### src/rtl/bus_mem_arbiter.sv
// bus_mem_arbiter: shares one single-port sync RAM between debug (absolute priority) and round-robin CPU data/instruction ports.
module bus_mem_arbiter #(
  parameter int          ADR_W    = 13,
  parameter logic [31:0] RAM_BASE = 32'h0000_0000
) (
  input  logic             clk,
  input  logic             reset,
  input  logic             dbg_req,
  input  logic             dbg_we,
  input  logic [31:0]      dbg_adr,
  input  logic [31:0]      dbg_wdata,
  input  logic [3:0]       dbg_wmask,
  output logic             dbg_ack,
  output logic             dbg_rvalid,
  output logic [31:0]      dbg_rdata,
  input  logic             d_req,
  input  logic             d_we,
  input  logic [31:0]      d_adr,
  input  logic [31:0]      d_wdata,
  input  logic [3:0]       d_wmask,
  output logic             d_ack,
  output logic             d_rvalid,
  output logic [31:0]      d_rdata,
  input  logic             i_req,
  input  logic [31:0]      i_adr,
  output logic             i_ack,
  output logic             i_rvalid,
  output logic [31:0]      i_rdata,
  output logic [ADR_W-1:0] ram_adr,
  output logic [31:0]      ram_wdata,
  output logic [3:0]       ram_wren,
  input  logic [31:0]      ram_rdata
);
  typedef enum logic [1:0] {OWN_DBG, OWN_D, OWN_I} owner_t;
  logic        last_cpu, p_valid, p_win;
  owner_t      p_own;
  logic        g_dbg, g_d, g_i, sel_we, win;
  logic [31:0] sel_adr, off, rd;
  // last_cpu=0 means data was granted last, so instr wins the next tie
  always_comb begin
    g_dbg   = !reset && dbg_req;
    g_d     = !reset && !dbg_req && d_req && (!i_req || last_cpu);
    g_i     = !reset && !dbg_req && i_req && (!d_req || !last_cpu);
    sel_adr = g_dbg ? dbg_adr : g_d ? d_adr : i_adr;
    sel_we  = g_dbg ? dbg_we : (g_d && d_we);
    off     = sel_adr - RAM_BASE;
    win     = (off >> (ADR_W + 2)) == 32'd0;
    rd      = p_win ? ram_rdata : 32'h0;
  end
  assign dbg_ack    = g_dbg;
  assign d_ack      = g_d;
  assign i_ack      = g_i;
  assign ram_adr    = off[ADR_W+1:2];
  assign ram_wdata  = g_dbg ? dbg_wdata : d_wdata;
  assign ram_wren   = (sel_we && win) ? (g_dbg ? dbg_wmask : d_wmask) : 4'h0;
  assign dbg_rvalid = !reset && p_valid && p_own == OWN_DBG;
  assign d_rvalid   = !reset && p_valid && p_own == OWN_D;
  assign i_rvalid   = !reset && p_valid && p_own == OWN_I;
  assign dbg_rdata  = rd;
  assign d_rdata    = rd;
  assign i_rdata    = rd;
  always_ff @(posedge clk) begin
    if (reset) begin
      last_cpu <= 1'b0;
      p_valid  <= 1'b0;
      p_own    <= OWN_DBG;
      p_win    <= 1'b0;
    end else begin
      if (g_d || g_i) last_cpu <= g_i;
      p_valid <= (g_dbg || g_d || g_i) && !sel_we;
      p_own   <= g_dbg ? OWN_DBG : g_d ? OWN_D : OWN_I;
      p_win   <= win;
    end
  end
endmodule

### config.mk
export PLATFORM = sky130hd
export DESIGN_NAME = bus_mem_arbiter
export DESIGN_NICKNAME = d
export VERILOG_FILES = /design/src/rtl/bus_mem_arbiter.sv
export SDC_FILE = /design/constraint.sdc
export NUM_CORES = 1
export LEC_CHECK = 0
export ABC_CLOCK_PERIOD_IN_PS = 1800
export BUFFER_PORTS_ARGS = -buffer_cell sky130_fd_sc_hd__buf_2
export CORE_AREA = 2 2 139 141
export CTS_CLUSTER_SIZE = 30
export DETAILED_ROUTE_END_ITERATION = 10
export DIE_AREA = 0 0 141 143
export GPL_ROUTABILITY_DRIVEN = 1
export PLACE_DENSITY = 0.45
export SLEW_MARGIN = 30
export SYNTH_ARGS = -nofsm -noshare
export SYNTH_HDL_FRONTEND = slang
export SYNTH_SLANG_ARGS = --single-unit
### constraint.sdc
create_clock -name clk -period 1.8 [get_ports clk]
set_input_delay 0.27 -clock clk [delete_from_list [all_inputs] [get_ports clk]]
set_output_delay 0.27 -clock clk [all_outputs]
set_load 0.02 [all_outputs]
# ---- Word-level counts from Yosys, hierarchy flattened
# Index checks and enable logic that the tools add are counted.
dict set report totals {
  output_inout_bits 151
  input_bits 207
  reg_bits 5
}
dict set report classes {
  reduce_logical 27
  n_mux 8
  eq_ne 2
}
# cell count
set ops {}
lappend ops {{two-way mux 32 bit} 4}
lappend ops {{zero test 32 bit} 1}
lappend ops {{logical AND 1 bit} 13}
lappend ops {{two-way mux 4 bit} 2}
lappend ops {{zero test 1 bit} 6}
lappend ops {{logical OR 1 bit} 5}
lappend ops {{== test 2 x 1 -> 1 bit, second input constant} 1}
lappend ops {{== test 2 bit, second input constant} 1}
lappend ops {{zero test 2 bit} 1}
lappend ops {{two-way mux 2 bit} 1}
lappend ops {{OR reduction 2 bit} 1}
lappend ops {{two-way mux 1 bit} 1}

# ---- Logic depth before layout (Yosys ltp)
# Gate-level depths: netlist of the first run.
dict set report logic_depth {
  ltp_word 9
  ltp_mapped 6
  mapped_depth_nobuf 5
}

# ---- Worst setup path before layout of the first run
# No wires, ideal clock.
dict set report synth_path {
  kind {input to output}
  startpoint {in reset}
  endpoint {out ram_adr[10]}
  setup_slack_ns -0.093
  path_stages 6
  path_buffers 2
  required_time_ns 1.530
  arrival_ns 1.623
  path_cell_list {buf_6 nor2_1 nand3_2 buf_2 mux2i_1 o21ai_0}
}
dict set report synth_between {
  elab_chain_len 6
  elab_cells_between_ends 7
  classes_between {2 x mux; 5 x reduce/logical}
}
# item line
set synth_lines {}
lappend synth_lines {{start: declaration} 7} ;# input logic reset,
lappend synth_lines {{zero test 1 bit (*)} {41, 42}}
lappend synth_lines {{logical AND 1 bit (3 in a row)} 42} ;# g_d = !reset && !dbg_req && d_req && (!i_req || last_cpu);
lappend synth_lines {{two-way mux 32 bit} 44} ;# sel_adr = g_dbg ? dbg_adr : g_d ? d_adr : i_adr;
lappend synth_lines {{two-way mux 32 bit (*)} 44}
lappend synth_lines {{end: declaration} 29} ;# output logic [ADR_W-1:0] ram_adr,
# Every way passes the cells marked *; elsewhere a longest branch is shown, timed or not.

# ---- Final worst setup path of the first run
dict set report layout_path {
  startpoint {in d_adr[18]}
  endpoint {out ram_wren[2]}
}
dict set report layout_between {
  elab_chain_len 5
}
# item line
set layout_lines {}
lappend layout_lines {{start: declaration} 18} ;# input logic [31:0] d_adr,
lappend layout_lines {{two-way mux 32 bit (2 in a row)} 44}
lappend layout_lines {{zero test 32 bit} 47} ;# win = (off >> (ADR_W + 2)) == 32'd0;
lappend layout_lines {{logical AND 1 bit} 55} ;# assign ram_wren = (sel_we && win) ? (g_dbg ? dbg_wmask : d_wmask) : 4'h0;
lappend layout_lines {{two-way mux 4 bit} 55}
lappend layout_lines {{end: declaration} 31} ;# output logic [3:0] ram_wren,
# No other way between the ends.

==> flow_results.xml, run 1 <==
<?xml version="1.0" encoding="UTF-8"?>
<metrics>
  <group name="placed_design">
    <metric name="port_buffer_count" unit="">351</metric>
    <metric name="hpwl" unit="mm">8.96</metric>
    <metric name="dp_area" unit="µm²">3470</metric>
    <metric name="post-place-cells" unit="">765</metric>
    <metric name="detailedPlace.worstSlack" unit="ps">-219</metric>
    <metric name="gp_congestion" unit="">0.759</metric>
  </group>
  <group name="synthesis">
    <metric name="ys.warnings.count" unit="">0</metric>
    <metric name="synthAdderAreaFrac" unit="">0</metric>
    <metric name="netlist.top_cell.by_area" unit="">buf_4</metric>
    <metric name="synth_compound_area_frac" unit="">0.0671</metric>
    <metric name="post_synth_and_or_nand_nor_area_fraction" unit="">0.265</metric>
    <metric name="synth_area_leaders" unit="">buf_4 (27%), mux2_2 (20%), and2_1 (11%)</metric>
    <metric name="mean_instance_size_in_the_synthesized_netlist" unit="µm²">7.47</metric>
    <metric name="synth_seq_cells" unit="">5</metric>
    <metric name="largest_family_of_logic_cells_by_synthesized_area" unit="">buffers and inverters</metric>
    <metric name="synth_fp_nets" unit="">444</metric>
    <metric name="netlist_area" unit="µm²">1770</metric>
    <metric name="synth_seq_area_share" unit="">0.0565</metric>
    <metric name="syn-instance-count" unit="">237</metric>
    <metric name="synth.lib_cells_used.distinct" unit="">29</metric>
    <metric name="yosys.area_share.xor_xnor" unit="">0</metric>
    <metric name="synthMuxAreaShare" unit="">0.300</metric>
    <metric name="area_fraction_of_the_dominant_cell_type_after_synthesis" unit="">0.271</metric>
  </group>
  <group name="pwr">
    <metric name="clkPwrFrac" unit="">0.319</metric>
    <metric name="static-leakage-power" unit="nW">2.28</metric>
    <metric name="irDropWorstVdd" unit="mV">0.171</metric>
    <metric name="sequentialPowerShare" unit="">0.105</metric>
    <metric name="power.switching" unit="mW">0.392</metric>
    <metric name="power-per-cell-area" unit="nW/µm²">311</metric>
    <metric name="power.switching_fraction" unit="">0.339</metric>
    <metric name="internal_power" unit="mW">0.763</metric>
    <metric name="power.share.combinational" unit="">0.577</metric>
    <metric name="totalPowerFinal" unit="mW">1.16</metric>
  </group>
  <group name="critical_path">
    <metric name="cp.buffers_inverters" unit="">3</metric>
    <metric name="worstSetupPathType" unit="">input port to primary output</metric>
    <metric name="cp_slowest_stage_delay" unit="ps">520</metric>
    <metric name="end_of_the_worst_register_to_register_path" unit="">p_win</metric>
    <metric name="critical_path.top_delay_family" unit="">simple AND/OR/NAND/NOR gates</metric>
    <metric name="worstReg2RegStart" unit="">last_cpu</metric>
    <metric name="slowest_stage" unit="">or4_4</metric>
    <metric name="startpoint_type" unit="">input port</metric>
    <metric name="worst_path_most_repeated_cell" unit="">buf_4</metric>
    <metric name="cp-startpoint" unit="">d_adr[18]</metric>
    <metric name="timing.critical_path.required" unit="ps">1530</metric>
    <metric name="critical_path.endpoint_type" unit="">primary output</metric>
    <metric name="crit_fanout" unit="">4</metric>
    <metric name="setup.worst_path.end" unit="">ram_wren[2]</metric>
    <metric name="worstRegToRegCells" unit="">6</metric>
    <metric name="r2r_slack" unit="ps">590</metric>
    <metric name="critical_path.cell_chain" unit="">buf_6, or4_4, nor3_2, buf_4, nand4_1, a21oi_1, buf_4</metric>
    <metric name="cp_data_arrival_time" unit="ps">1690</metric>
    <metric name="wp_depth" unit="">7</metric>
  </group>
  <group name="timing">
    <metric name="final_period_minus_worst_setup_slack" unit="ps">1960</metric>
    <metric name="fin_hold_ws" unit="ps">344</metric>
    <metric name="timing.clock.skew" unit="ps">1.31</metric>
    <metric name="worst_slew_margin_rel" unit="">0.694</metric>
    <metric name="setup_repair_after_global_routing_missed_its_margin" unit="">yes</metric>
    <metric name="setup-tns-final" unit="ps">-581</metric>
    <metric name="worst_pin_slew" unit="ps">452</metric>
    <metric name="fmaxAchievable" unit="GHz">0.509</metric>
    <metric name="final.period_utilization" unit="">1.09</metric>
    <metric name="timing.final.ws_setup" unit="ps">-165</metric>
    <metric name="maxSlewViolCount" unit="">0</metric>
    <metric name="setup_violations" unit="">4</metric>
    <metric name="timing_hold_violations_final" unit="">0</metric>
  </group>
  <group name="floorplan">
    <metric name="die_height" unit="µm">143</metric>
    <metric name="start_util" unit="">0.0953</metric>
    <metric name="die_width" unit="µm">141</metric>
    <metric name="die_area" unit="µm²">20200</metric>
    <metric name="num_rows" unit="">50</metric>
    <metric name="floorplan.io_pins" unit="">358</metric>
    <metric name="fp.coreArea" unit="µm²">18600</metric>
  </group>
  <group name="clock_network">
    <metric name="cts_root_buffer" unit="">clkbuf_16</metric>
    <metric name="ctsHtreeMaxLevel" unit="">1</metric>
    <metric name="tritoncts" unit="">done</metric>
    <metric name="cts-buffers-inserted" unit="">3</metric>
    <metric name="clk-insertion-delay-late" unit="ps">230</metric>
    <metric name="clk_pin_slew_worst_paths" unit="ps">30</metric>
    <metric name="count_of_clock_tree_sinks" unit="">5</metric>
    <metric name="cts.path.max_buffers" unit="">2</metric>
  </group>
  <group name="cells_and_area">
    <metric name="core_utilization_of_the_finished_layout" unit="">0.200</metric>
    <metric name="n_antenna_cell" unit="">0</metric>
    <metric name="post_layout_nonfiller_instances" unit="">773</metric>
    <metric name="flow.area_growth_from_synthesis" unit="%">110</metric>
    <metric name="nets" unit="">747</metric>
    <metric name="final_design_area_no_fill" unit="µm²">3710</metric>
    <metric name="fraction_of_layout_instances_using_a_drive_strength_above_1" unit="">0.779</metric>
  </group>
  <group name="global_routing">
    <metric name="first_pass_grt_wire_length" unit="mm">12.9</metric>
    <metric name="number_of_global_route_vias_before_repair" unit="">2389</metric>
    <metric name="grt-ovfl-total" unit="">0</metric>
    <metric name="grt_util_all_layers" unit="">0.0847</metric>
    <metric name="grt_max_degree" unit="">61</metric>
    <metric name="number_of_antenna_violations_at_the_first_check_in_global_routing" unit="">1</metric>
  </group>
  <group name="outcome">
    <metric name="failing_checks" unit="">negative setup slack</metric>
    <metric name="outcome" unit="">finished with violations</metric>
  </group>
  <group name="route">
    <metric name="post-route-drc-count" unit="">0</metric>
    <metric name="antenna_violating_nets_post_route" unit="">0</metric>
    <metric name="drt-vias-per-instance" unit="">3.53</metric>
    <metric name="finalWirelength" unit="mm">10.1</metric>
    <metric name="drt-initial-drc-count" unit="">51</metric>
    <metric name="route.detailed.wl_per_inst" unit="µm">13.0</metric>
    <metric name="routed-via-count" unit="">2732</metric>
    <metric name="first_pass_iters" unit="">4</metric>
  </group>
  <group name="hold_path">
    <metric name="min_path_type" unit="">input port to flop</metric>
  </group>
  <group name="job">
    <metric name="cap_violations" unit="">0</metric>
  </group>
</metrics>
routing by layer:
metal	vias up	routed length, µm	global-route usage
met5	-	0	0
met4	0	62	0.0142
met3	6	718	0.00939
met2	199	5540	0.178
met1	1159	3730	0.0902
li1	1368	-	-
power by group through the flow:
stage | logic, mW | registers [mW] | clock network, mW
after floorplan | 0.273 | 0.121 | 0
after global placement | 0.632 | 0.122 | 0
after detailed placement | 0.634 | 0.122 | 0
after CTS | 0.654 | 0.120 | 0.374
after global routing | 0.719 | 0.122 | 0.390
final | 0.666 | 0.121 | 0.368
sequential cells by signal, summed over array words and instances (netlist names):
name	cells
p_win	1
p_own	2
p_valid	1
last_cpu	1
cell type report:
cell class,count,area (µm²)
Clock buffer,3,75.1
Clock inverter,1,5.00
Fill cell,2081,14900
Inverter,3,11.3
Multi-Input combinational cell,153,1160
Sequential cell,5,101
Tap cell,234,293
Timing Repair Buffer,374,2060
what timing repair did:
action,in CTS,in global routing
gates resized for setup,11,16
gates cloned,1,1
setup endpoints to repair,6,24
setup buffers,0,2
hold buffers,0,0
pin swaps,5,5
Yosys cell counts:
cell and instances:
dfxtp_1 5, a211o_1 1, buf_1 1, nor3_1 6
nor4bb_1 2, mux2i_1 17, or4_1 1, nand2_1 16
nand4_1 3, nor4_1 9, a21oi_1 6, nand3_2 1
buf_4 64, a31oi_1 1, nor2b_1 1, buf_6 1
mux2_2 32, and2_1 32, nand2b_1 1, nand3_1 3
inv_1 3, o21ai_0 13, and3_1 2, buf_2 6
nor4b_1 1, or2_2 1, a311oi_1 1, nor2_1 3
clkbuf_1 4
worst min-delay path by stage:
stage | start | end | slack, ps | cells past startpoint
floorplan | dbg_req | p_own[1] | 350 | 1
global placement | last_cpu | last_cpu | 550 | 2
detailed placement | last_cpu | last_cpu | 550 | 2
CTS | d_req | last_cpu | 340 | 2
global route | d_req | last_cpu | 350 | 2
finish | d_req | last_cpu | 340 | 2
cell usage in the layout, fill, tap and decap left out, types with 2 or more instances in the layout:
| cell | n |
|---|---|
| o21ai_0 | 4 |
| nor3_1 | 5 |
| buf_12 | 4 |
| buf_4 | 27 |
| nand4_1 | 3 |
| clkbuf_16 | 4 |
| nand3_1 | 3 |
| buf_6 | 3 |
| mux2_2 | 32 |
| and2_1 | 32 |
| a21oi_1 | 5 |
| dfxtp_1 | 4 |
| buf_2 | 337 |
| and3_1 | 2 |
| o21ai_1 | 9 |
| nor2_1 | 2 |
| nor4bb_1 | 2 |
| inv_1 | 3 |
| nor4_1 | 9 |
| nand2_1 | 16 |
| mux2i_1 | 16 |
cell families after synthesis:
kind of cell           after synthesis
buffers and inverters               79
and+or+nand+nor                     82
AOI/OAI and AO/OA                   22
muxes                               49
DFF                                  5
No activity file was read; power rests on OpenSTA's default activity.
==> inputs of run 2 (changes only) <==
--- a/config.mk
+++ b/config.mk
@@ -5,12 +5,14 @@
 export SDC_FILE = /design/constraint.sdc
 export NUM_CORES = 1
 export LEC_CHECK = 0
+export ABC_AREA = 1
 export ABC_CLOCK_PERIOD_IN_PS = 1800
 export BUFFER_PORTS_ARGS = -buffer_cell sky130_fd_sc_hd__buf_2
-export CORE_AREA = 2 2 139 141
+export CAP_MARGIN = 40
+export CORE_AREA = 2 2 141 143
 export CTS_CLUSTER_SIZE = 30
 export DETAILED_ROUTE_END_ITERATION = 10
-export DIE_AREA = 0 0 141 143
+export DIE_AREA = 0 0 143 145
 export GPL_ROUTABILITY_DRIVEN = 1
 export PLACE_DENSITY = 0.45
 export SLEW_MARGIN = 30
==> run 2 against run 1 <==
  * The run now ends clean
  * Final cell count increased by 23%
  * Core utilization decreased by 0.17 points
  * Global-route usage grew 1.4 points
  * Design area grew 2.5%
  * Critical path depth rose by 4
  * Critical path type is now flop to primary output
  * Critical endpoint is now ram_wren[3]
  * Largest cell class unchanged
==> flow_results.xml, run 2 <==
<?xml version="1.0" encoding="UTF-8"?>
<metrics>
  <group name="outcome">
    <metric name="outcome" unit="">finished clean</metric>
  </group>
  <group name="synthesis">
    <metric name="netlist.top_cell.by_area" unit="">nand2_1</metric>
    <metric name="synth_fp_nets" unit="">602</metric>
    <metric name="netlist_area" unit="µm²">1970</metric>
    <metric name="synth_seq_area_share" unit="">0.0507</metric>
    <metric name="ys.warnings.count" unit="">0</metric>
    <metric name="mean_instance_size_in_the_synthesized_netlist" unit="µm²">5.00</metric>
    <metric name="synth-async-reset-ratio" unit="">0</metric>
    <metric name="synth_area_leaders" unit="">nand2_1 (33%), buf_4 (25%), inv_1 (8.0%)</metric>
    <metric name="synth-edff-count" unit="">0</metric>
    <metric name="synth_seq_cells" unit="">5</metric>
    <metric name="commonest_cells_post_synth" unit="">nand2_1 (172), buf_4 (65), inv_1 (42), nor2_1 (41), a21oi_1 (19)</metric>
    <metric name="area_fraction_of_the_dominant_cell_type_after_synthesis" unit="">0.327</metric>
    <metric name="synth.lib_cells_used.distinct" unit="">25</metric>
    <metric name="ys.flop_type" unit="">dfxtp_1</metric>
    <metric name="syn-instance-count" unit="">395</metric>
    <metric name="yosysMostFrequentCell" unit="">nand2_1</metric>
  </group>
  <group name="cells_and_area">
    <metric name="mostFrequentLayoutCell" unit="">buf_2</metric>
    <metric name="nets" unit="">890</metric>
    <metric name="flip_flop_count_of_the_largest_register_all_copies_and_words_added" unit="">2</metric>
    <metric name="fraction_of_layout_instances_using_a_drive_strength_above_1" unit="">0.579</metric>
    <metric name="final_design_area_no_fill" unit="µm²">3810</metric>
    <metric name="most_frequent_cells_in_the_layout" unit="">buf_2 (342), nand2_1 (170), inv_1 (42)</metric>
    <metric name="largest-register" unit="">p_own</metric>
    <metric name="flow.area_growth_from_synthesis" unit="%">92.8</metric>
    <metric name="n_antenna_cell" unit="">0</metric>
  </group>
  <group name="critical_path">
    <metric name="r2r_slack" unit="ps">610</metric>
    <metric name="timing.critical_path.required" unit="ps">1530</metric>
    <metric name="worstRegToRegCells" unit="">9</metric>
    <metric name="worstSetupPathType" unit="">flop to primary output</metric>
    <metric name="startpoint_type" unit="">flop</metric>
    <metric name="cp.buffers_inverters" unit="">2</metric>
    <metric name="worst_path_most_repeated_cell" unit="">nand2_2</metric>
    <metric name="slowest_stage" unit="">dfxtp_2</metric>
    <metric name="critical_path.cell_chain" unit="">inv_2, nand2_4, nand2_2, nor2_1, nand3_1, nand2_1, nand2_2, nand2_2, nand2_4, nor2_4, buf_6</metric>
    <metric name="worstReg2RegStart" unit="">last_cpu</metric>
    <metric name="crit_fanout" unit="">4</metric>
    <metric name="cp_slowest_stage_delay" unit="ps">310</metric>
    <metric name="cp_data_arrival_time" unit="ps">1500</metric>
    <metric name="critical_path.endpoint_type" unit="">primary output</metric>
    <metric name="end_of_the_worst_register_to_register_path" unit="">p_valid</metric>
    <metric name="critical_path.top_delay_family" unit="">simple AND/OR/NAND/NOR gates</metric>
  </group>
  <group name="clock_network">
    <metric name="tritoncts" unit="">done</metric>
    <metric name="cts-buffers-inserted" unit="">3</metric>
    <metric name="clk-insertion-delay-late" unit="ps">230</metric>
    <metric name="clk_pin_slew_worst_paths" unit="ps">40</metric>
    <metric name="cts.path.max_buffers" unit="">2</metric>
    <metric name="count_of_clock_tree_sinks" unit="">5</metric>
    <metric name="ctsHtreeMaxLevel" unit="">1</metric>
    <metric name="cts_root_buffer" unit="">clkbuf_16</metric>
  </group>
  <group name="pwr">
    <metric name="power-per-cell-area" unit="nW/µm²">316</metric>
    <metric name="static-leakage-power" unit="nW">2.71</metric>
    <metric name="power.share.combinational" unit="">0.584</metric>
    <metric name="power.switching_fraction" unit="">0.393</metric>
    <metric name="internal_power" unit="mW">0.730</metric>
    <metric name="sequentialPowerShare" unit="">0.101</metric>
    <metric name="irDropWorstVdd" unit="mV">0.124</metric>
    <metric name="clkPwrFrac" unit="">0.315</metric>
    <metric name="power.switching" unit="mW">0.473</metric>
  </group>
  <group name="placed_design">
    <metric name="port_buffer_count" unit="">351</metric>
    <metric name="gp_congestion" unit="">0.768</metric>
    <metric name="dp_area" unit="µm²">3610</metric>
    <metric name="hpwl" unit="mm">9.89</metric>
  </group>
  <group name="timing">
    <metric name="final_period_minus_worst_setup_slack" unit="ps">1770</metric>
    <metric name="setup_repair_after_global_routing_missed_its_margin" unit="">yes</metric>
    <metric name="timing_hold_violations_final" unit="">0</metric>
    <metric name="fin_hold_ws" unit="ps">235</metric>
    <metric name="timing.clock.skew" unit="ps">1.37</metric>
    <metric name="worst_pin_slew" unit="ps">314</metric>
    <metric name="worst_slew_margin_rel" unit="">0.790</metric>
    <metric name="setup-tns-final" unit="ps">0</metric>
    <metric name="final.period_utilization" unit="">0.982</metric>
    <metric name="maxSlewViolCount" unit="">0</metric>
    <metric name="fmaxAchievable" unit="GHz">0.566</metric>
    <metric name="setup_violations" unit="">0</metric>
  </group>
  <group name="global_routing">
    <metric name="number_of_antenna_violations_at_the_first_check_in_global_routing" unit="">0</metric>
    <metric name="grt_util_all_layers" unit="">0.0991</metric>
    <metric name="grt.busiest_layer" unit="">met2</metric>
    <metric name="use_met1" unit="">0.0956</metric>
    <metric name="grt-ovfl-total" unit="">0</metric>
    <metric name="gr-usage-met2" unit="">0.211</metric>
    <metric name="first_pass_grt_wire_length" unit="mm">15.8</metric>
    <metric name="grt_util_met3" unit="">0.00990</metric>
    <metric name="number_of_global_route_vias_before_repair" unit="">3134</metric>
    <metric name="grt_max_degree" unit="">51</metric>
  </group>
  <group name="job">
    <metric name="cap_violations" unit="">0</metric>
  </group>
  <group name="route">
    <metric name="drt-initial-drc-count" unit="">56</metric>
    <metric name="routed-via-count" unit="">3193</metric>
    <metric name="drt-vias-per-instance" unit="">3.37</metric>
    <metric name="finalWirelength" unit="mm">11.1</metric>
    <metric name="first_pass_iters" unit="">4</metric>
    <metric name="post-route-drc-count" unit="">0</metric>
    <metric name="route.detailed.wl_per_inst" unit="µm">11.7</metric>
    <metric name="antenna_violating_nets_post_route" unit="">0</metric>
  </group>
  <group name="hold_path">
    <metric name="hp-start" unit="">reset</metric>
    <metric name="min_delay_path_depth" unit="">2</metric>
    <metric name="hold_crit_endpoint" unit="">p_win</metric>
    <metric name="min_path_type" unit="">input port to flop</metric>
  </group>
  <group name="floorplan">
    <metric name="die_area" unit="µm²">20700</metric>
    <metric name="start_util" unit="">0.103</metric>
    <metric name="num_rows" unit="">51</metric>
    <metric name="fp.coreArea" unit="µm²">19200</metric>
    <metric name="floorplan.io_pins" unit="">358</metric>
    <metric name="die_width" unit="µm">143</metric>
    <metric name="die_height" unit="µm">145</metric>
  </group>
</metrics>
==> run 2: metrics by stage <==
step                      instances  total power, mW   util  worst slack [ps]
after floorplan                 395            0.434      -               305
after global placement          941            0.812  0.188              23.1
after detailed placement        941            0.816  0.188              7.13
after CTS                       945             1.21  0.193              6.03
after global routing            947             1.30  0.198             -61.3
final                           947             1.20  0.198              32.0
==> run 2: metal layers <==
metal / vias to the layer above / wire length [µm]
met5: - / 0
met4: 0 / 149
met3: 10 / 845
met2: 219 / 6050
met1: 1284 / 4030
li1: 1680 / -
==> run 2: cell families after synthesis <==
group	Yosys count	share of synthesized area
AO/OA/AOI/OAI	31	0.0976
buffers and inverters	127	0.375
flip-flops	5	0.0507
AND/OR/NAND/NOR	232	0.477
==> run 2: layout make-up <==
| class | count | area [µm²] |
|---|---|---|
| fill | 2247 | 15400 |
| timing repair buffer | 362 | 1930 |
| multi-input combinational | 263 | 1170 |
| tap | 265 | 332 |
| inverter | 48 | 190 |
| sequential | 5 | 101 |
| clock buffer | 3 | 75.1 |
| clock inverter | 1 | 5.00 |
==> run 2: power groups by stage <==
stage                     Sequential (mW)  Combinational, mW  Clock, mW
after floorplan                     0.121              0.313          0
after global placement              0.123              0.689          0
after detailed placement            0.123              0.693          0
after CTS                           0.121              0.697      0.396
after global routing                0.122              0.776      0.399
final                               0.121              0.703      0.379
==> run 2: repair_timing <==
action,CTS,global route
setup buffers,0,2
endpoints found under the setup margin,6,17
hold buffers,0,0
pin swaps,0,4
gates resized for setup,2,25
==> run 2: worst max-delay path by stage <==
stage                   from           to  slack (ps)  cells past startpoint
finish              last_cpu  ram_wren[3]          30                     11
global route        last_cpu  ram_wren[3]         -60                     11
CTS                    reset  ram_adr[11]           6                      8
detailed placement     reset  ram_adr[11]           7                      8
global placement       reset   ram_adr[8]          20                      8
floorplan              reset  ram_adr[10]         300                      8
